`src/rtl/multdiv_ctrl.sv`:
```
// Purpose : iterative signed 32-bit multiply (radix-2 Booth) / divide (restoring) sequencer
//           that time-shares one external carry-lookahead adder through the add_* ports.
// Latency : start edge -> 32 iteration cycles -> result_rdy in cycle 33 (divide-by-zero: cycle 1).
// Backpressure: none; a new start pulse in any state aborts the operation in flight.
//
// Ports:
//   clock, reset                 rising-edge clock, synchronous active-high reset
//   ctrl_mult, ctrl_div          one-cycle start pulses (multiply wins if both are high)
//   operandA, operandB           multiplicand/dividend, multiplier/divisor (sampled on start edge)
//   add_a, add_b, add_cin        drive the shared adder (zero outside MULT/DIV)
//   add_sum, add_overflow        shared adder sum and signed overflow (c31 ^ c32)
//   result, exception            product low word / signed quotient, error flag (held)
//   result_rdy                   one-cycle completion strobe
module multdiv_ctrl #(
  parameter int WIDTH = 32
) (
  input  logic             clock,
  input  logic             reset,
  input  logic             ctrl_mult,
  input  logic             ctrl_div,
  input  logic [WIDTH-1:0] operandA,
  input  logic [WIDTH-1:0] operandB,
  output logic [WIDTH-1:0] add_a,
  output logic [WIDTH-1:0] add_b,
  output logic             add_cin,
  input  logic [WIDTH-1:0] add_sum,
  input  logic             add_overflow,
  output logic [WIDTH-1:0] result,
  output logic             exception,
  output logic             result_rdy
);

  localparam int CW = $clog2(WIDTH);
  localparam logic [WIDTH-1:0] ONE     = WIDTH'(1);
  localparam logic [WIDTH-1:0] MIN_NEG = {1'b1, {(WIDTH-1){1'b0}}};

  typedef enum logic [1:0] {S_IDLE, S_MULT, S_DIV, S_DONE} state_t;

  state_t           r_state;
  state_t           w_state_nxt;
  logic [CW-1:0]    r_cnt;
  // r_m holds M (multiply) or |D| (divide); r_hi/r_lo hold P={hi,lo} or {R,Q}.
  logic [WIDTH-1:0] r_m;
  logic [WIDTH-1:0] r_hi;
  logic [WIDTH-1:0] r_lo;
  logic             r_q;
  logic             r_neg;
  logic             r_dovf;
  logic [WIDTH-1:0] r_result;
  logic             r_exc;

  logic             w_last;
  logic             w_cout;
  logic [WIDTH-1:0] w_abs_a;
  logic [WIDTH-1:0] w_abs_b;
  logic             w_div0;
  logic             w_dovf;
  logic [WIDTH-1:0] w_m_hi;
  logic [WIDTH-1:0] w_m_lo;
  logic             w_m_exc;
  logic [WIDTH-1:0] w_r_sh;
  logic             w_r_out;
  logic             w_take;
  logic [WIDTH-1:0] w_d_r;
  logic [WIDTH-1:0] w_d_q;
  logic [WIDTH-1:0] w_quot;

  assign w_last  = (r_cnt == CW'(WIDTH-1));
  // Carry-out recovered from the overflow flag: c32 = ovf ^ c31, c31 = s31 ^ a31 ^ b31.
  assign w_cout  = add_overflow ^ add_sum[WIDTH-1] ^ add_a[WIDTH-1] ^ add_b[WIDTH-1];

  // Local magnitude logic; the most negative value maps onto itself, read as unsigned.
  assign w_abs_a = operandA[WIDTH-1] ? (~operandA + ONE) : operandA;
  assign w_abs_b = operandB[WIDTH-1] ? (~operandB + ONE) : operandB;
  assign w_div0  = (operandB == '0);
  assign w_dovf  = (operandA == MIN_NEG) && (operandB == '1);

  // Booth step: arithmetic shift right of {sum, lo, q}.
  assign w_m_hi  = {add_sum[WIDTH-1], add_sum[WIDTH-1:1]};
  assign w_m_lo  = {add_sum[0], r_lo[WIDTH-1:1]};
  assign w_m_exc = (w_m_hi != {WIDTH{w_m_lo[WIDTH-1]}});

  // Restoring step: trial subtract from the left-shifted remainder. A bit shifted out
  // of R means R_shifted >= 2^32 > D, so the subtraction always succeeds then.
  assign w_r_sh  = {r_hi[WIDTH-2:0], r_lo[WIDTH-1]};
  assign w_r_out = r_hi[WIDTH-1];
  assign w_take  = w_cout | w_r_out;
  assign w_d_r   = w_take ? add_sum : w_r_sh;
  assign w_d_q   = {r_lo[WIDTH-2:0], w_take};
  assign w_quot  = r_neg ? (~w_d_q + ONE) : w_d_q;

  assign result     = r_result;
  assign exception  = r_exc;
  assign result_rdy = (r_state == S_DONE);

  // Shared adder operands, purely from state registers.
  always_comb begin
    add_a   = '0;
    add_b   = '0;
    add_cin = 1'b0;
    case (r_state)
      S_MULT: begin
        add_a = r_hi;
        case ({r_lo[0], r_q})
          2'b01: add_b = r_m;
          2'b10: begin
            add_b   = ~r_m;
            add_cin = 1'b1;
          end
          default: add_b = '0;
        endcase
      end
      S_DIV: begin
        add_a   = w_r_sh;
        add_b   = ~r_m;
        add_cin = 1'b1;
      end
      default: ;
    endcase
  end

  always_comb begin
    w_state_nxt = r_state;
    case (r_state)
      S_IDLE:  w_state_nxt = S_IDLE;
      S_MULT:  if (w_last) w_state_nxt = S_DONE;
      S_DIV:   if (w_last) w_state_nxt = S_DONE;
      S_DONE:  w_state_nxt = S_IDLE;
      default: w_state_nxt = S_IDLE;
    endcase
    // A start pulse overrides whatever is in flight.
    if (ctrl_mult)     w_state_nxt = S_MULT;
    else if (ctrl_div) w_state_nxt = w_div0 ? S_DONE : S_DIV;
  end

  always_ff @(posedge clock) begin
    if (reset) begin
      r_state  <= S_IDLE;
      r_cnt    <= '0;
      r_m      <= '0;
      r_hi     <= '0;
      r_lo     <= '0;
      r_q      <= 1'b0;
      r_neg    <= 1'b0;
      r_dovf   <= 1'b0;
      r_result <= '0;
      r_exc    <= 1'b0;
    end else begin
      r_state <= w_state_nxt;
      if (ctrl_mult) begin
        r_m   <= operandA;
        r_hi  <= '0;
        r_lo  <= operandB;
        r_q   <= 1'b0;
        r_cnt <= '0;
      end else if (ctrl_div) begin
        if (w_div0) begin
          r_result <= '0;
          r_exc    <= 1'b1;
        end else begin
          r_m    <= w_abs_b;
          r_hi   <= '0;
          r_lo   <= w_abs_a;
          r_cnt  <= '0;
          r_neg  <= operandA[WIDTH-1] ^ operandB[WIDTH-1];
          r_dovf <= w_dovf;
        end
      end else begin
        case (r_state)
          S_MULT: begin
            r_hi  <= w_m_hi;
            r_lo  <= w_m_lo;
            r_q   <= r_lo[0];
            r_cnt <= r_cnt + CW'(1);
            if (w_last) begin
              r_result <= w_m_lo;
              r_exc    <= w_m_exc;
            end
          end
          S_DIV: begin
            r_hi  <= w_d_r;
            r_lo  <= w_d_q;
            r_cnt <= r_cnt + CW'(1);
            if (w_last) begin
              r_result <= w_quot;
              r_exc    <= r_dovf;
            end
          end
          default: ;
        endcase
      end
    end
  end

endmodule

```
`config.mk`:
```
export PLATFORM = sky130hd
export DESIGN_NAME = multdiv_ctrl
export DESIGN_NICKNAME = d
export VERILOG_FILES = /design/src/rtl/multdiv_ctrl.sv
export SDC_FILE = /design/constraint.sdc
export NUM_CORES = 1
export LEC_CHECK = 0
export BUFFER_PORTS_ARGS = -buffer_cell sky130_fd_sc_hd__buf_4
export CAP_MARGIN = 20
export CORE_MARGIN = 4
export CORE_UTILIZATION = 44
export DETAILED_ROUTE_END_ITERATION = 8
export MAX_ROUTING_LAYER = met4
export PLACE_DENSITY = 0.71
export SETUP_SLACK_MARGIN = 0.3
export SLEW_MARGIN = 20
export SYNTH_ARGS = -nofsm -noshare
export SYNTH_HDL_FRONTEND = slang
export SYNTH_SLANG_ARGS = --single-unit
```
`constraint.sdc`:
```
create_clock -name clock -period 10.7 [get_ports clock]
set_input_delay 0.535 -clock clock [delete_from_list [all_inputs] [get_ports clock]]
set_output_delay 0.535 -clock clock [all_outputs]
set_load 0.02 [all_outputs]
```
==> summary by stage, run 1 <==
Worst setup path
The kind of critical path is reg -> reg. The maximum fanout along the worst path is just over 70. The critical path contains buffers and inverters numbering 3 combined. In this design, the critical path's most frequently occurring cell is sky130_fd_sc_hd__inv_1.

The kind of cell adding the most delay to the critical path is simple AND/OR/NAND/NOR gates. The signal on the critical path passes through inv_1 -> ha_4 -> buf_4 -> nor2_1 -> a221oi_2 -> nor3_1 -> or3_4 -> inv_1 -> ha_1 -> or3b_2 -> nor4_1 -> nand2_1 -> o41ai_1 -> xor2_1 -> a21oi_1 -> a22o_1. In this design, the stage delay of the slowest critical-path cell is about 0.72 ns. The slowest cell on the critical path is sky130_fd_sc_hd__buf_4. The nature of the critical path startpoint is a flop. The arrival time at the worst endpoint is between 6 and 7 ns. The endpoint required time on the critical path is approximately 11 ns. STA classifies the critical path endpoint as a flop.

Routing
The average vias per placed instance is ~6.3. The initial DRC count is roughly 1200. After detailed routing, the number of remaining DRC violations is 0. The remaining antenna violation count after routing is 0. The overall via count from detail_route is approximately 11000. The first detailed-routing pass ran for 6 iterations. The mean routed wirelength per cell is 20.76 µm. The routed design has between 30000 and 40000 µm of wire.

Placement
The routability-driven placement congestion ratio is ~0.96. The count of buffers added on input and output ports is between 150 and 200. Once placement completed, the tool counted placed cells totaling 1757. The half-perimeter wire length after detailed placement is about 26000 µm.

Pwr
For this design the ratio of total power to cell area is ~130 nW/µm². The leakage component of the power is 0.004666 µW. VDD sags by at most a little under 80 µV.

Final layout
The post-route non-filler standard cell count is 1789. Leaving out fill and tap cells, the most frequent cells in the layout are sky130_fd_sc_hd__buf_4, sky130_fd_sc_hd__nor2_1, sky130_fd_sc_hd__dfxtp_1, sky130_fd_sc_hd__nand2_1, sky130_fd_sc_hd__o21ai_0. The count of antenna diodes in the layout is 0. The area growth from synthesis to layout is 19.49%. The count of fill cells added during filler insertion is about 2200. For this run, the post-layout net count is 1575. The footprint of the multi-input gates is slightly below 7000 µm². The post-route netlist has 19.17% of its cells at a drive strength greater than 1. Summing all flip-flop and latch instances after layout gives 2783 µm². Leaving out fill and tap cells, the most frequent cell in the layout is sky130_fd_sc_hd__buf_4.

Timing
The hold violation count in the final report is 0. The setup TNS after final layout is 0 ns. Counting I/O delays and the setup requirement, the final critical path takes between 5 and 6 ns. The number of failing setup endpoints in the final timing report is 0. At the pin with the least slew margin, the transition time is slightly above 0.9 ns.

Setup repair after global routing left no endpoint under its margin. Timing would allow up to roughly 170 MHz. Dividing the final minimum period by the clock period gives between 50% and 60%. The max-slew violation count is 0. For the final database, setup skew stands at around 0.009 ns. Headroom to the max-slew limit came out at between 30% and 40%.

Yosys
The number of instances in the synthesized netlist is 1367. The number of different library cells in the post-synthesis netlist is a little under 80. In the post-synthesis netlist, the biggest area contributors are sky130_fd_sc_hd__dfxtp_1, sky130_fd_sc_hd__nor2_1, sky130_fd_sc_hd__a211oi_1.

Counting flops with a built-in enable in the synthesized netlist gives 0. Yosys printed 0 warnings. The top-area cell type share of the netlist area is 27.02%.

The dominant cell type by area after synthesis is sky130_fd_sc_hd__dfxtp_1. The proportion of register bits with asynchronous set or reset after synthesis is 0%. Sequential cells were found to cover between 20% and 30% of the synthesized design area. The number of nets in the synthesized netlist is 1478. The netlist area before placement is 10300 µm². After synthesis, the mean cell area works out to 7.533 µm². Synthesis inferred around 140 register bits. For this run, the leading register cell type out of synthesis is sky130_fd_sc_hd__dfxtp_1.

Floorplan
The height of the die is 161.0 µm. 200 I/O pins were placed. The die is about 160 µm wide. The placeable core area is between 20000 and 25000 µm². The number of standard-cell rows in the floorplan is 55. The floorplan step defined a die boundary enclosing 25910 µm². The starting utilization of the core area is roughly 45%.

Status
The flow ran to the end, and the final reports show no timing, DRC or antenna violations.

Clock tree
The clock tree synthesis step divided the H-tree into 4 levels. TritonCTS built the clock tree. Clock-pin slew was measured on the worst setup and hold paths at ~0.06 ns. Hold repair after CTS inserted 0 buffers.

The clock tree buffer depth is 2. The clock insertion delay at the later pin of the skew report is 0.44 ns. The total setup buffers inserted after CTS is 0.

The number of sinks handled by clock tree synthesis is 139. The cell chosen for the clock root is sky130_fd_sc_hd__clkbuf_16. The total of cells resized after clock tree synthesis is 0.

The total clock buffers created by CTS is 17.

Hold path
The worst hold path belongs to the class in -> reg.

Global routing
The aggregate global-route resource usage is 28.38%. The number of antenna violations at the first check in global routing is 0. The largest net degree at the start of global routing is 84. The number of global-route vias before repair is between 10000 and 15000.

The first-pass GRT wire length is 58530 µm. The final global-route overflow total is 0.

Job
The max-capacitance violation count is 0.
[cells by family (layout without fill, tap and decap cells)]
| kind of cell | Yosys count | after routing | share of synthesized area [%] |
|---|---|---|---|
| compound gates | 473 | 473 | 31.25 |
| simple gates | 461 | 461 | 21.87 |
| buf+inv | 157 | 266 | 7.023 |
| flops | 139 | 139 | 27.02 |
| xor+xnor | 68 | 68 | 5.784 |
| mux | 59 | 59 | 5.832 |
| fa+ha+maj | 10 | 10 | 1.215 |
[worst reg2reg max path, stage by stage, from the launching register on]
cell                       delay, ns
sky130_fd_sc_hd__dfxtp_1        0.35
sky130_fd_sc_hd__inv_1          0.12
sky130_fd_sc_hd__ha_4           0.56
sky130_fd_sc_hd__buf_4          0.74
sky130_fd_sc_hd__nor2_1         0.12
sky130_fd_sc_hd__a221oi_2       0.37
sky130_fd_sc_hd__nor3_1         0.13
sky130_fd_sc_hd__or3_4          0.66
sky130_fd_sc_hd__inv_1          0.47
sky130_fd_sc_hd__ha_1           0.26
sky130_fd_sc_hd__or3b_2         0.52
sky130_fd_sc_hd__nor4_1         0.33
sky130_fd_sc_hd__nand2_1        0.24
sky130_fd_sc_hd__o41ai_1        0.37
sky130_fd_sc_hd__xor2_1         0.18
sky130_fd_sc_hd__a21oi_1        0.08
sky130_fd_sc_hd__a22o_1         0.22
[area by class of cell]
type                            count  area share [%]
Clock inverter                     14           1.576
Clock buffer                       17           3.457
Inverter                           25          0.7627
Tap cell                          313           3.183
Multi-Input combinational cell   1071           55.53
Timing Repair Buffer              210           12.87
Sequential cell                   139           22.62
[sequential cells by signal, indices dropped and copies added, names as in the netlist, 2 cells and up]
| signal | cells |
|---|---|
| r_cnt | 5 |
| r_hi | 32 |
| r_lo | 32 |
| r_m | 32 |
| r_state | 2 |
| result | 32 |
[power breakdown]
| part | switching, µW | leakage, µW | internal, µW |
|---|---|---|---|
| registers | 39.2 | 0.00114 | 543 |
| logic | 216 | 0.00323 | 137 |
| clock network | 253 | 0.000300 | 390 |
[worst paths after layout]
| kind | depth (start not counted) | end | slack, ns | start |
|---|---|---|---|---|
| hold reg to reg | 1 | result[26] | 0.46 | result[26] |
| setup / recovery | 16 | result[16] | 4.86 | r_state[0] |
| hold / removal | 3 | r_hi[17] | 0.33 | add_sum[18] |
| setup reg to reg | 16 | result[16] | 4.86 | r_state[0] |
[cells in the mapped netlist (4+ instances only)]
cell	number
sky130_fd_sc_hd__clkbuf_8	8
sky130_fd_sc_hd__nand2_1	107
sky130_fd_sc_hd__or2_2	6
sky130_fd_sc_hd__nand3_1	13
sky130_fd_sc_hd__nor2_1	168
sky130_fd_sc_hd__buf_2	12
sky130_fd_sc_hd__a21o_1	10
sky130_fd_sc_hd__ha_1	10
sky130_fd_sc_hd__nand4_1	22
sky130_fd_sc_hd__mux2_2	8
sky130_fd_sc_hd__a21oi_1	75
sky130_fd_sc_hd__a2111oi_0	12
sky130_fd_sc_hd__a31oi_1	13
sky130_fd_sc_hd__o21ai_0	96
sky130_fd_sc_hd__inv_1	23
sky130_fd_sc_hd__nand3b_1	5
sky130_fd_sc_hd__or4_1	5
sky130_fd_sc_hd__buf_1	11
sky130_fd_sc_hd__nor3_1	52
sky130_fd_sc_hd__a211o_1	8
sky130_fd_sc_hd__o211ai_1	18
sky130_fd_sc_hd__nand2b_1	6
sky130_fd_sc_hd__and3_1	4
sky130_fd_sc_hd__xnor2_1	21
sky130_fd_sc_hd__o31ai_1	19
sky130_fd_sc_hd__a22o_1	5
sky130_fd_sc_hd__nor4_1	16
sky130_fd_sc_hd__o22ai_1	11
sky130_fd_sc_hd__o41ai_1	16
sky130_fd_sc_hd__clkbuf_1	97
sky130_fd_sc_hd__or3_1	12
sky130_fd_sc_hd__nor4b_1	7
sky130_fd_sc_hd__xor2_1	47
sky130_fd_sc_hd__a211oi_1	74
sky130_fd_sc_hd__a22oi_1	74
sky130_fd_sc_hd__mux2i_1	51
sky130_fd_sc_hd__a21boi_0	5
sky130_fd_sc_hd__a221oi_1	5
sky130_fd_sc_hd__nor2b_1	16
sky130_fd_sc_hd__o221ai_1	5
sky130_fd_sc_hd__dfxtp_1	139
[stage by stage]
step / util [%] / area [µm²] / power [µW] / hold WS, ns / setup WS (ns)
after floorplan: - / 10300 / 813.1 / 0.4233 / 6.695
after global placement: 51.02 / 11660 / 934.9 / 0.4411 / 4.817
after detailed placement: 51.03 / 11660 / 937.3 / 0.4452 / 4.654
after CTS: 53.74 / 12280 / 1575 / 0.3251 / 4.615
after global routing: 53.86 / 12300 / 1639 / 0.3482 / 4.380
final: 53.86 / 12300 / 1579 / 0.3347 / 4.856
[layer usage]
layer  part of all wire [%]  global-route usage, %  vias up  wire length (µm)
met1                     42                  36.36     5410             15640
met5                      0                      -        -                 0
li1                       -                      -     5295                 -
met3                    7.4                  4.848       67              2756
met2                     48                  46.58      518             17960
met4                    2.1                  7.716        0               782
(Power assumes the default switching activity.)
==> inputs of run 2 (changes only) <==
- PLACE_DENSITY: 0.71 -> 0.73
- clock period: 10.7 -> 4.8 ns (I/O delays scaled with it)
==> summary by stage, run 2 (synthesized netlist as in run 1, its figures left out) <==
Hold path
The hold path startpoint is add_sum[18]. The worst hold path terminates at r_hi[17]. The depth of the worst hold-timing path is 3 (unchanged). The tightest min-delay check is of the in -> reg type.

Worst setup path
On the critical path, the stage with the largest delay is an instance of sky130_fd_sc_hd__or3b_2. The endpoint required time on the critical path came to 5.12 ns (-5.91 ns). The maximum fanout along the worst path is 35 (-51%). STA classifies the critical path startpoint as a flop. STA classifies the critical path endpoint as a flop. Broken down by cell family, the worst path's largest delay share belongs to simple AND/OR/NAND/NOR gates. The critical path goes through inv_1 -> ha_4 -> inv_1 -> and3_1 -> o21a_1 -> or3_2 -> inv_1 -> ha_1 -> or3b_2 -> nor4_2 -> nand2_1 -> o41ai_1 -> xor2_1 -> a21oi_1 -> a22o_1.

The kind of critical path is reg -> reg. The setup slack of the most critical reg-to-reg path is 0.58 ns (-4.27 ns). The worst stage delay on the critical path is 0.53 ns (-0.19 ns). The startpoint identified for the worst register-to-register timing path is r_state[0]. The arrival time at the worst endpoint is 4.54 ns (-1.63 ns). The worst reg2reg path depth is 15 (-1). The most common cell type on the critical path is sky130_fd_sc_hd__inv_1. The combined buffer and inverter count along the critical path is 3 (unchanged).

The worst register-to-register path ends at result[16].

Routing
The remaining routing DRC violations is 0 (unchanged). The total iterations of the first detailed-routing run is 6 (unchanged). The overall via count from detail_route is 11387 (+0.86%). The overall routed net length is 37870 µm (+2.0%). The remaining antenna violation count after routing is 0 (unchanged). The mean routed wirelength per cell is 21.02 µm (+1.3%). The initial DRC count is 1194 (+1.6%).

The average vias per placed instance is 6.323 (+0.19%).

Clock tree
The total setup buffers inserted after CTS is 0 (unchanged). The clock tree buffer depth came to 2 (unchanged). The clock insertion delay at the later pin of the skew report is 0.43 ns (about the same). The cell chosen for the clock root is sky130_fd_sc_hd__clkbuf_16. TritonCTS built the clock tree. The number of H-tree levels was 4 (unchanged). The hold buffer count at CTS is 0 (unchanged). The clock-pin slew on the worst setup and hold paths came to 0.07 ns (about the same). The number of sinks handled by clock tree synthesis came to 139 (unchanged).

The total clock buffers created by CTS came to 17 (unchanged).

Timing
The relative max-transition margin is 37.22% (-1.3 points). Setup repair after global routing left no endpoint under its margin. The hold violation count in the final report is 0 (unchanged). The slack of the critical path is 0.5819 ns (-4.274 ns). The actual slew at the worst max-slew pin is 0.9417 ns (+0.01914 ns).

The post-layout minimum cycle time was 4.218 ns (-1.626 ns). The peak clock frequency supported by timing is 237.1 MHz (+39%). The max-slew violation count is 0 (unchanged). The period utilization is 87.88% (+33 points). The number of failing setup endpoints in the final timing report is 0 (unchanged). The final clock skew is 0.008084 ns (-0.001059 ns). The setup TNS after final layout is 0 ns (unchanged).

Status
The run finished with clean final reports.

Floorplan
The starting utilization of the core area is 45.07% (unchanged). The number of standard-cell rows in the floorplan is 55 (unchanged). The height of the die is 161.0 µm (unchanged). The overall die area came to 25910 µm² (unchanged). The placeable core area is 22850 µm² (unchanged). The number of top-level design ports is 200 (unchanged).

The die extent in x is 161.0 µm (unchanged).

Final layout
Leaving out fill and tap cells, the most frequent cell in the layout is sky130_fd_sc_hd__buf_4. The post-route non-filler standard cell count is 1801 (+0.67%). The storage element area is 2783 µm² (unchanged). The footprint of the multi-input gates was 6829 µm² (about the same). The post-route core utilization came to 54.16% (+0.31 points). The area growth from synthesis to layout is 20.17%.

The count of antenna diodes in the layout is 0 (unchanged). The number of nets in the layout is 1587 (+0.76%). The fraction of layout cells with a size suffix above 1 is 19.76% (+0.58 points).

The count of fill cells added during filler insertion is 2223 (-0.89%). The top cell types in the final layout, fill and taps aside, are sky130_fd_sc_hd__buf_4, sky130_fd_sc_hd__nor2_1, sky130_fd_sc_hd__dfxtp_1, sky130_fd_sc_hd__nand2_1, sky130_fd_sc_hd__o21ai_0.

Global routing
The aggregate global-route resource usage was 28.55% (+0.18 points). The largest net degree at the start of global routing is 91 (+8.3%). The number of antenna violations at the first check in global routing is 0 (unchanged). The first-pass GRT wire length is 59110 µm (+0.98%). The final global-route overflow total is 0 (unchanged). The number of global-route vias before repair is 10577 (+0.94%).

Pwr
The power density over the cells is 281.9 nW/µm² (+120%). The leakage component of the power came to 0.004717 µW (+1.1%). The worst IR drop on VDD is 202.8 µV (+160%).

Placement
The worst slack at placement is 0.5725 ns (-4.081 ns). The number of port buffers is 199 (unchanged). The routability-driven placement congestion ratio is 0.9529 (-0.82%). The half-perimeter wire length after detailed placement is 26450 µm (+2.0%). The cell count after placement is 1770 (+0.74%).

Job
The max-capacitance violation count is 0 (unchanged).
==> run 2: worst min-delay path: stages <==
cell and delay (ns):
sky130_fd_sc_hd__buf_4 0.08, sky130_fd_sc_hd__a22oi_1 0.05, sky130_fd_sc_hd__o21ai_0 0.07
==> run 2: where the power goes <==
group	total (µW)	switching [µW]	internal (µW)	leakage, µW
combinational	799	488	311	0.00329
clock	1390	559	833	0.000293
sequential	1300	87.9	1210	0.00114
total	3490	1130	2350	0.00472
==> run 2: final cells by class <==
cell class	instances	share of cell area [%]
well taps	313	3.165
repair buffers	222	13.53
clock inverters	13	1.325
inverters	25	0.7583
flip-flops and latches	139	22.49
clock buffers	18	3.549
multi-input cells	1071	55.19
==> run 2: worst max-delay path by stage <==
stage | start | to | slack, ns | depth (start not counted)
2_1_floorplan | r_state[0] | result[16] | 0.80 | 16
3_3_place_gp | r_state[0] | result[16] | 0.69 | 15
3_5_place_dp | r_state[0] | result[16] | 0.57 | 15
4_1_cts | r_state[0] | result[16] | 0.46 | 15
5_1_grt | r_state[0] | result[16] | 0.39 | 15
6_report | r_state[0] | result[16] | 0.58 | 15
==> run 2: stage by stage <==
stage,hold WS [ns],power (µW),cell area (µm²)
2_1_floorplan,0.3705,1813,10300
3_3_place_gp,0.4385,2090,11750
3_5_place_dp,0.4417,2101,11760
4_1_cts,0.03060,3486,12370
5_1_grt,0.03627,3623,12370
6_report,0.03802,3489,12370
==> run 2: what timing repair did <==
action                                  4_1_cts  5_1_grt
hold endpoints to repair                      0        0
resized for setup                             0        1
endpoints found under the setup margin        0        5
==> run 2: routing by layer <==
metal | part of all wire (%) | track usage, % | up-vias | routed length [µm]
li1 | - | - | 5316 | -
met1 | 42 | 36.50 | 5462 | 15800
met2 | 48 | 46.37 | 527 | 18270
met3 | 7.4 | 5.282 | 82 | 2817
met4 | 2.6 | 8.375 | 0 | 976
met5 | 0 | - | - | 0
